==> config.mk <==
export PLATFORM = sky130hd
export DESIGN_NAME = fir_sample_writer_flat
export DESIGN_NICKNAME = d
export VERILOG_FILES = /design/src/rtl/fir_sample_writer_if.sv /design/src/rtl/fir_sample_writer.sv /design/src/flat_wrapper.sv
export SDC_FILE = /design/constraint.sdc
export NUM_CORES = 1
export LEC_CHECK = 0
export ABC_AREA = 1
export BUFFER_PORTS_ARGS = -buffer_cell sky130_fd_sc_hd__buf_2
export CAP_MARGIN = 20
export CORE_MARGIN = 1
export CORE_UTILIZATION = 52
export CTS_BUF_LIST = sky130_fd_sc_hd__clkbuf_16
export DETAILED_ROUTE_END_ITERATION = 8
export MAX_ROUTING_LAYER = met4
export PLACE_DENSITY_LB_ADDON = 0.12
export SLEW_MARGIN = 5
export SYNTH_ARGS = -nofsm -noshare
export SYNTH_HDL_FRONTEND = slang
export SYNTH_SLANG_ARGS = --single-unit
==> constraint.sdc <==
create_clock -name clk -period 3.5 [get_ports clk]
set_input_delay 0.175 -clock clk [delete_from_list [all_inputs] [get_ports clk]]
set_output_delay 0.175 -clock clk [all_outputs]
set_load 0.02 [all_outputs]
==> src/rtl/fir_sample_writer_if.sv <==
// Sample and coefficient stream handshakes into the FIR write-side controller.
// The source (master) drives valid/data; the writer (slave) drives ready.
interface fir_sample_writer_if #(
    parameter int DATA_WIDTH = 16
);
    logic                  s_valid;
    logic                  s_ready;
    logic [DATA_WIDTH-1:0] s_data;
    logic                  c_valid;
    logic                  c_ready;
    logic [DATA_WIDTH-1:0] c_data;

    modport master (
        output s_valid, s_data, c_valid, c_data,
        input  s_ready, c_ready
    );

    modport slave (
        input  s_valid, s_data, c_valid, c_data,
        output s_ready, c_ready
    );
endinterface

==> src/rtl/fir_sample_writer.sv <==
// Write-side controller for the FIR coefficient and circular sample memories.
// Define FIR_FILL_GATE_EN to hold off start until NTAPS samples are present.
module fir_sample_writer #(
    parameter int H_ADDR_WIDTH = 4,
    parameter int X_ADDR_WIDTH = 6,
    parameter int DATA_WIDTH   = 16
) (
    input  logic                    clk,
    input  logic                    rst_n,
    fir_sample_writer_if.slave      bus,
    input  logic                    coef_reload,
    input  logic                    rd_done,
    output logic                    x_we,
    output logic [X_ADDR_WIDTH-1:0] x_waddr,
    output logic [DATA_WIDTH-1:0]   x_wdata,
    output logic                    h_we,
    output logic [H_ADDR_WIDTH-1:0] h_waddr,
    output logic [DATA_WIDTH-1:0]   h_wdata,
    output logic                    start,
    output logic [X_ADDR_WIDTH-1:0] x_base,
    output logic                    coef_loaded
);

    localparam int NTAPS = 1 << H_ADDR_WIDTH;

    typedef enum logic [1:0] {
        COEF,
        WAIT_SMP,
        ISSUE,
        WAIT_DONE
    } state_t;

    state_t state, state_nxt;

    logic [X_ADDR_WIDTH-1:0] wr_ptr;
    logic [H_ADDR_WIDTH-1:0] coef_cnt;
    logic c_fire;
    logic s_fire;
    logic reload;
    logic coef_last;
    logic issue_start;

    assign bus.c_ready = (state == COEF);
    assign bus.s_ready = (state == WAIT_SMP) && !coef_reload;
    assign c_fire      = bus.c_valid && bus.c_ready;
    assign s_fire      = bus.s_valid && bus.s_ready;
    assign reload      = (state == WAIT_SMP) && coef_reload;
    assign coef_last   = &coef_cnt;

`ifdef FIR_FILL_GATE_EN
    logic [H_ADDR_WIDTH:0] fill;

    // Fill survives coef reloads; only reset empties the window.
    always_ff @(posedge clk or negedge rst_n) begin
        if (!rst_n) begin
            fill <= '0;
        end else if (s_fire && fill != (H_ADDR_WIDTH+1)'(NTAPS)) begin
            fill <= fill + 1'b1;
        end
    end

    assign issue_start = (fill == (H_ADDR_WIDTH+1)'(NTAPS));
`else
    assign issue_start = 1'b1;
`endif

    always_ff @(posedge clk or negedge rst_n) begin
        if (!rst_n) begin
            state <= COEF;
        end else begin
            state <= state_nxt;
        end
    end

    always_comb begin
        state_nxt = state;
        unique case (state)
            COEF: begin
                if (c_fire && coef_last) state_nxt = WAIT_SMP;
            end
            WAIT_SMP: begin
                if (reload)      state_nxt = COEF;
                else if (s_fire) state_nxt = ISSUE;
            end
            ISSUE: begin
                state_nxt = issue_start ? WAIT_DONE : WAIT_SMP;
            end
            WAIT_DONE: begin
                if (rd_done) state_nxt = WAIT_SMP;
            end
            default: state_nxt = COEF;
        endcase
    end

    always_ff @(posedge clk or negedge rst_n) begin
        if (!rst_n) begin
            x_we        <= 1'b0;
            x_waddr     <= '0;
            x_wdata     <= '0;
            h_we        <= 1'b0;
            h_waddr     <= '0;
            h_wdata     <= '0;
            start       <= 1'b0;
            x_base      <= '0;
            coef_loaded <= 1'b0;
            wr_ptr      <= '0;
            coef_cnt    <= '0;
        end else begin
            x_we  <= s_fire;
            h_we  <= c_fire;
            start <= (state == ISSUE) && issue_start;
            if (c_fire) begin
                h_waddr  <= coef_cnt;
                h_wdata  <= bus.c_data;
                coef_cnt <= coef_cnt + 1'b1;
                if (coef_last) coef_loaded <= 1'b1;
            end
            if (reload) begin
                coef_loaded <= 1'b0;
                coef_cnt    <= '0;
            end
            if (s_fire) begin
                x_waddr <= wr_ptr;
                x_wdata <= bus.s_data;
                x_base  <= wr_ptr;
                wr_ptr  <= wr_ptr + 1'b1;
            end
        end
    end

endmodule
==> src/flat_wrapper.sv <==
// flat-port wrapper written by rule: the top's interface ports become plain ports
module fir_sample_writer_flat 
#(
    parameter int H_ADDR_WIDTH = 4,
    parameter int X_ADDR_WIDTH = 6,
    parameter int DATA_WIDTH   = 16
)
  (clk, rst_n, coef_reload, rd_done, x_we, x_waddr, x_wdata, h_we, h_waddr, h_wdata, start, x_base, coef_loaded, bus_s_valid, bus_s_data, bus_c_valid, bus_c_data, bus_s_ready, bus_c_ready);
  fir_sample_writer_if #(.DATA_WIDTH(DATA_WIDTH)) bus_i ();
  input  logic clk;
  input  logic rst_n;
  input  logic coef_reload;
  input  logic rd_done;
  output logic x_we;
  output logic [X_ADDR_WIDTH-1:0] x_waddr;
  output logic [DATA_WIDTH-1:0] x_wdata;
  output logic h_we;
  output logic [H_ADDR_WIDTH-1:0] h_waddr;
  output logic [DATA_WIDTH-1:0] h_wdata;
  output logic start;
  output logic [X_ADDR_WIDTH-1:0] x_base;
  output logic coef_loaded;
  input wire logic [$bits(bus_i.s_valid)-1:0] bus_s_valid;
  input wire logic [$bits(bus_i.s_data)-1:0] bus_s_data;
  input wire logic [$bits(bus_i.c_valid)-1:0] bus_c_valid;
  input wire logic [$bits(bus_i.c_data)-1:0] bus_c_data;
  output wire logic [$bits(bus_i.s_ready)-1:0] bus_s_ready;
  output wire logic [$bits(bus_i.c_ready)-1:0] bus_c_ready;
  assign bus_i.s_valid = bus_s_valid;
  assign bus_i.s_data = bus_s_data;
  assign bus_i.c_valid = bus_c_valid;
  assign bus_i.c_data = bus_c_data;
  assign bus_s_ready = bus_i.s_ready;
  assign bus_c_ready = bus_i.c_ready;
  fir_sample_writer #(.H_ADDR_WIDTH(H_ADDR_WIDTH), .X_ADDR_WIDTH(X_ADDR_WIDTH), .DATA_WIDTH(DATA_WIDTH)) u_core (.clk(clk), .rst_n(rst_n), .bus(bus_i), .coef_reload(coef_reload), .rd_done(rd_done), .x_we(x_we), .x_waddr(x_waddr), .x_wdata(x_wdata), .h_we(h_we), .h_waddr(h_waddr), .h_wdata(h_wdata), .start(start), .x_base(x_base), .coef_loaded(coef_loaded));
endmodule
Yosys cells after proc, flatten, opt, wreduce, memory -nomap -nowiden
Cells that the tools add are included.

storage, ports and cells
  register bits after elaboration = 58
  output and inout bits = 54
  word-level logic and storage cells = 41

operators by class
  add/subtract/negate cells = 2
  equal/unequal tests = 6
  multiplexer cells = 10
  reduce and logical (&&, ||, !) cells = 12

operator list
  cell                                                              number
  2-bit 2-to-1 mux                                                  4
  4-bit 2-to-1 mux                                                  2
  2-bit case mux with 4 select lines                                1
  6-bit by 1-bit adder with 6-bit output (second input constant)    1
  1-bit logical AND                                                 5
  4-bit by 1-bit adder with 4-bit output (second input constant)    1
  2-bit == test (second input constant)                             2
  2-bit != test (second input constant)                             2
  4-bit AND reduction                                               1
  2-bit nonzero test                                                2
  1-bit 2-to-1 mux                                                  3
  3-bit by 1-bit != test with 1-bit output (second input constant)  1
  3-bit AND reduction                                               1
  2-bit by 1-bit == test with 1-bit output (second input constant)  1
  2-bit zero test                                                   1
  2-bit AND reduction                                               1
  1-bit zero test                                                   1

Logic depth before layout (Yosys ltp)
  depth after elaboration = 6
  depth in mapped cells = 8
  mapped depth without buffers = 8

Least setup slack after synthesis
OpenSTA, ideal clock, no wires.

  kind = reg2reg
  from = register u_core.state[0]
  to = register u_core.coef_cnt[3]
  data arrival time = 1.326 ns
  data required time = 3.383 ns
  setup slack = 2.057 ns
  stages on the path, launching flop included = 9
  buffers on the path = 1
  clock period less this slack = 1.443 ns
  path through = dfrtp_1 > inv_1 > ha_1 > nand2_1 > buf_2 > nor2_1 > nand4_1 > nand2_1 > nor2_1

between the ends
  longest elaborated chain between the ends = 3
  elaborated cells between the ends (all ways) = 6
  classes of those cells = 1 x eq/ne; 1 x mux; 4 x reduce/logical

RTL lines
  element                       line                      source
  from (decl)                   fir_sample_writer.sv:33   state_t state, state_nxt;
  from (signal assigned)        fir_sample_writer.sv:71   state <= state_nxt;
  2-bit zero test               fir_sample_writer.sv:43   assign bus.c_ready = (state == COEF);
  named net bus_c_ready         flat_wrapper.sv:28        output wire logic [$bits(bus_i.c_ready)-1:0] bus_c_ready;
  1-bit logical AND             fir_sample_writer.sv:45   assign c_fire = bus.c_valid && bus.c_ready;
  2-bit nonzero test (no line)  -
  to (signal assigned)          fir_sample_writer.sv:115  coef_cnt <= coef_cnt + 1'b1;
  to (decl)                     fir_sample_writer.sv:36   logic [H_ADDR_WIDTH-1:0] coef_cnt;

The timed path passes the listed nets, and every way through them passes these cells.
A chain may end at the register's enable or synchronous reset.

Worst setup path after layout
  from = register u_core.state[1]
  to = register u_core.wr_ptr[2]

between the ends
  longest elaborated chain between the ends = 3

RTL lines
  element                                   line                      source
  2-bit by 1-bit == test with 1-bit output  fir_sample_writer.sv:44   assign bus.s_ready = (state == WAIT_SMP) && !coef_reload;
  1-bit logical AND                         fir_sample_writer.sv:44
  1-bit logical AND                         fir_sample_writer.sv:46   assign s_fire = bus.s_valid && bus.s_ready;
  to (signal assigned)                      fir_sample_writer.sv:126  wr_ptr <= wr_ptr + 1'b1;
  to (decl)                                 fir_sample_writer.sv:35   logic [X_ADDR_WIDTH-1:0] wr_ptr;

No other way between the ends.

==> impl_results.md <==
- Syn Area/Cell: 8.98 um2
- WL final: 4820 um
- VDD IR-drop max: 0.544 mV
- DRT Pass-1 Iters: 6
- Sw Pwr: 1.21 mW
- Type of the worst min-delay path: in -> reg
- Failing checks: DRC
- Initial core utilization: 55.0%
- Worst setup EP type: flip-flop
- Minimum clock period: 2.12 ns
- Total core area: 4440 um2
- Max frequency: 0.471 GHz
- Largest net degree at the start of global routing: 34
- Final HPWL from detailed placement: 3370 um
- Post-synth cell types: 22
- Ys async rst share: 100%
- Final setup vio count: 0
- Vias in the first global route: 1837
- HP Start: bus_c_data[9]
- Area share of the largest cell type after synthesis: 59.4%
- Total power draw: 3.02 mW
- Synthesized flop and latch total: 58
- Rows: 24
- CP required: 3.70 ns
- Final ANT Viol Nets: 0
- Initial antenna violation count: 0
- Placer Congestion: 0.809
- Clock root cell: clkbuf_16
- Power density cells: 967 nW/um2
- Io pins: 92
- Share of cells above drive strength 1: 30.1%
- RR Startpoint: u_core.state[1]
- Clock power share: 24.3%
- Total gr overflow: 0
- Fin nets: 405
- Vias per cell: 4.78
- Worst Skew: 0.00650 ns
- CP Launch Type: flip-flop
- Status: complete, but fails checks
- Flop pwr share: 37.5%
- Max-Cap Viols: 0
- Port bufs: 91
- CTS resizes: 0
- # diodes: 0
- Area leader, netlist: dfrtp_1
- Number of synthesized flops with an enable pin: 0
- Post-CTS setup buffers: 0
- Synthesized area: 2440 um2
- Number of DRC markers in iteration 0: 148
- Crit path from: u_core.state[1]
- All-Layer GR Usage: 22.3%
- Final Hold Fails: 0
- Die span in y: 70.6 um
- Post-synth top cells: nand2_1, dfrtp_1, inv_1
- Final period util: 60.7%
- H-tree depth: 3
- Count leader, synth: nand2_1
- Max Slew Vio Count: 0
- DIE WIDTH: 70.6 um
- Post-synthesis sequential area ratio: 59.4%
- Clock transition at path regs: 0.05 ns
- CTS Buf Count: 9
- Lkg Pwr: 1.86 nW
- RSZ-0062 raised after global routing: no
- First-pass GRT wire length: 8250 um
- Die area: 4980 um2
- Final hold slack: 0.0516 ns
- Post-route setup TNS: 0 ns
- CTS tree: done
- Post-Syn Instances: 272
- Data arrival time of the critical path: 2.32 ns
- Synth-to-layout area growth: 27.6%
- Clk Latency, worst-skew pair: 0.32 ns
- Main synth FF type: dfrtp_1
- Max clock buf depth: 2
- Setup CP Type: reg -> reg
- DRC Markers: 18
- Critical Path Fanout Max: 30
- Slew headroom: 58.4%
- Clock Sinks: 58
- Syn nets: 316
- Fin util: 70.2%
- Net Sw Frac: 40.2%
- Tightest Pin Transition: 0.623 ns
- Yosys warns: 0
- Via count: 1998
- Routed length per placed instance: 11.5 um
- Cell total after placement: 401
- Top cells by area, synth: dfrtp_1, nand2_1, ha_1
- P_int: 1.80 mW
- Final cell count without fillers: 418
- Combinational power share: 38.2%
## sequential cells by signal (all words and copies together), names as in the netlist, 2 cells and up
| name | flops |
|---|---|
| u_core.coef_cnt | 4 |
| u_core.h_waddr | 4 |
| u_core.h_wdata | 16 |
| u_core.state | 2 |
| u_core.wr_ptr | 6 |
| u_core.x_waddr | 6 |
| u_core.x_wdata | 16 |
## layout make-up
| class | instances | area [um2] |
|---|---|---|
| Tap cell | 52 | 65.1 |
| Clock inverter | 7 | 30.0 |
| Inverter | 19 | 71.3 |
| Fill cell | 364 | 1330 |
| Clock buffer | 9 | 225 |
| Timing Repair Buffer | 94 | 480 |
| Sequential cell | 58 | 1450 |
| Multi-Input combinational cell | 179 | 796 |
## stage by stage
stage	area (um2)	worst slack [ns]
floorplan	2440	2.06
global placement	2850	1.38
detailed placement	2850	1.33
CTS	3120	1.32
global route	3120	1.13
finish	3120	1.38
## path summary, 6_finish.rpt
path / to / slack [ns] / cells after the start
worst max-delay path: u_core.wr_ptr[2] / 1.38 / 6
worst min-delay path: u_core.h_wdata[9] / 0.05 / 3
worst max register to register: u_core.wr_ptr[2] / 1.38 / 6
worst min register to register: u_core.h_wdata[10] / 0.47 / 2
max in group asynchronous: u_core.state[1] / 2.29 / 3
min in group asynchronous: u_core.h_we / 0.38 / 2
## metal layers
metal | wire length [um] | GRT usage [%] | share of wire, % | vias to the layer above
met5 | 0 | - | 0 | -
li1 | - | - | - | 1004
met3 | 315 | 6.41 | 6.5 | 4
met4 | 35 | 9.33 | 0.73 | 0
met2 | 2220 | 33.0 | 46 | 68
met1 | 2260 | 29.0 | 47 | 922
## cell families after synthesis
| group | count (synthesis) | synth area share, % |
|---|---|---|
| buffers and inverters | 35 | 8.04 |
| xor gates and xnor gates | 4 | 1.43 |
| AOI/OAI and AO/OA | 11 | 2.56 |
| and+or+nand+nor | 158 | 25.5 |
| DFF | 58 | 59.4 |
| adders and majority gates | 6 | 3.07 |
## critical path, cell delays in order, from the launching register on
cell and delay (ns):
dfrtp_1 0.41, inv_1 0.09, ha_1 0.23, nand3_2 0.51, inv_2 0.51, nand2_1 0.12
xnor2_1 0.14
## power by group through the flow
stage               clock network, mW  logic [mW]  registers [mW]
detailed placement                  0        1.16            1.13
global route                    0.779        1.29            1.17
global placement                    0        1.14            1.13
CTS                             0.748        1.17            1.13
finish                          0.733        1.15            1.13
floorplan                           0       0.535            1.41
## cells in the final DEF (no fill, tap or decap)
master	instances
a211oi_1	1
a21boi_0	1
a21oi_1	1
buf_2	91
buf_4	2
clkbuf_16	9
clkinv_1	1
clkinv_2	3
dfrtp_1	58
dlygate4sd3_1	1
ha_1	6
inv_1	21
inv_2	1
nand2_1	134
nand2_2	3
nand3_1	8
nand3_2	1
nand4_1	2
nor2_1	9
nor3_1	1
o21ai_0	7
o21bai_1	1
xnor2_1	1
xor2_1	3
## what timing repair did
item                       4_1_cts  5_1_grt
setup endpoints to repair        0        0
hold endpoints to repair        25        0
hold buffers                     1        0
Note: power is estimated with default switching activity, not from simulation.
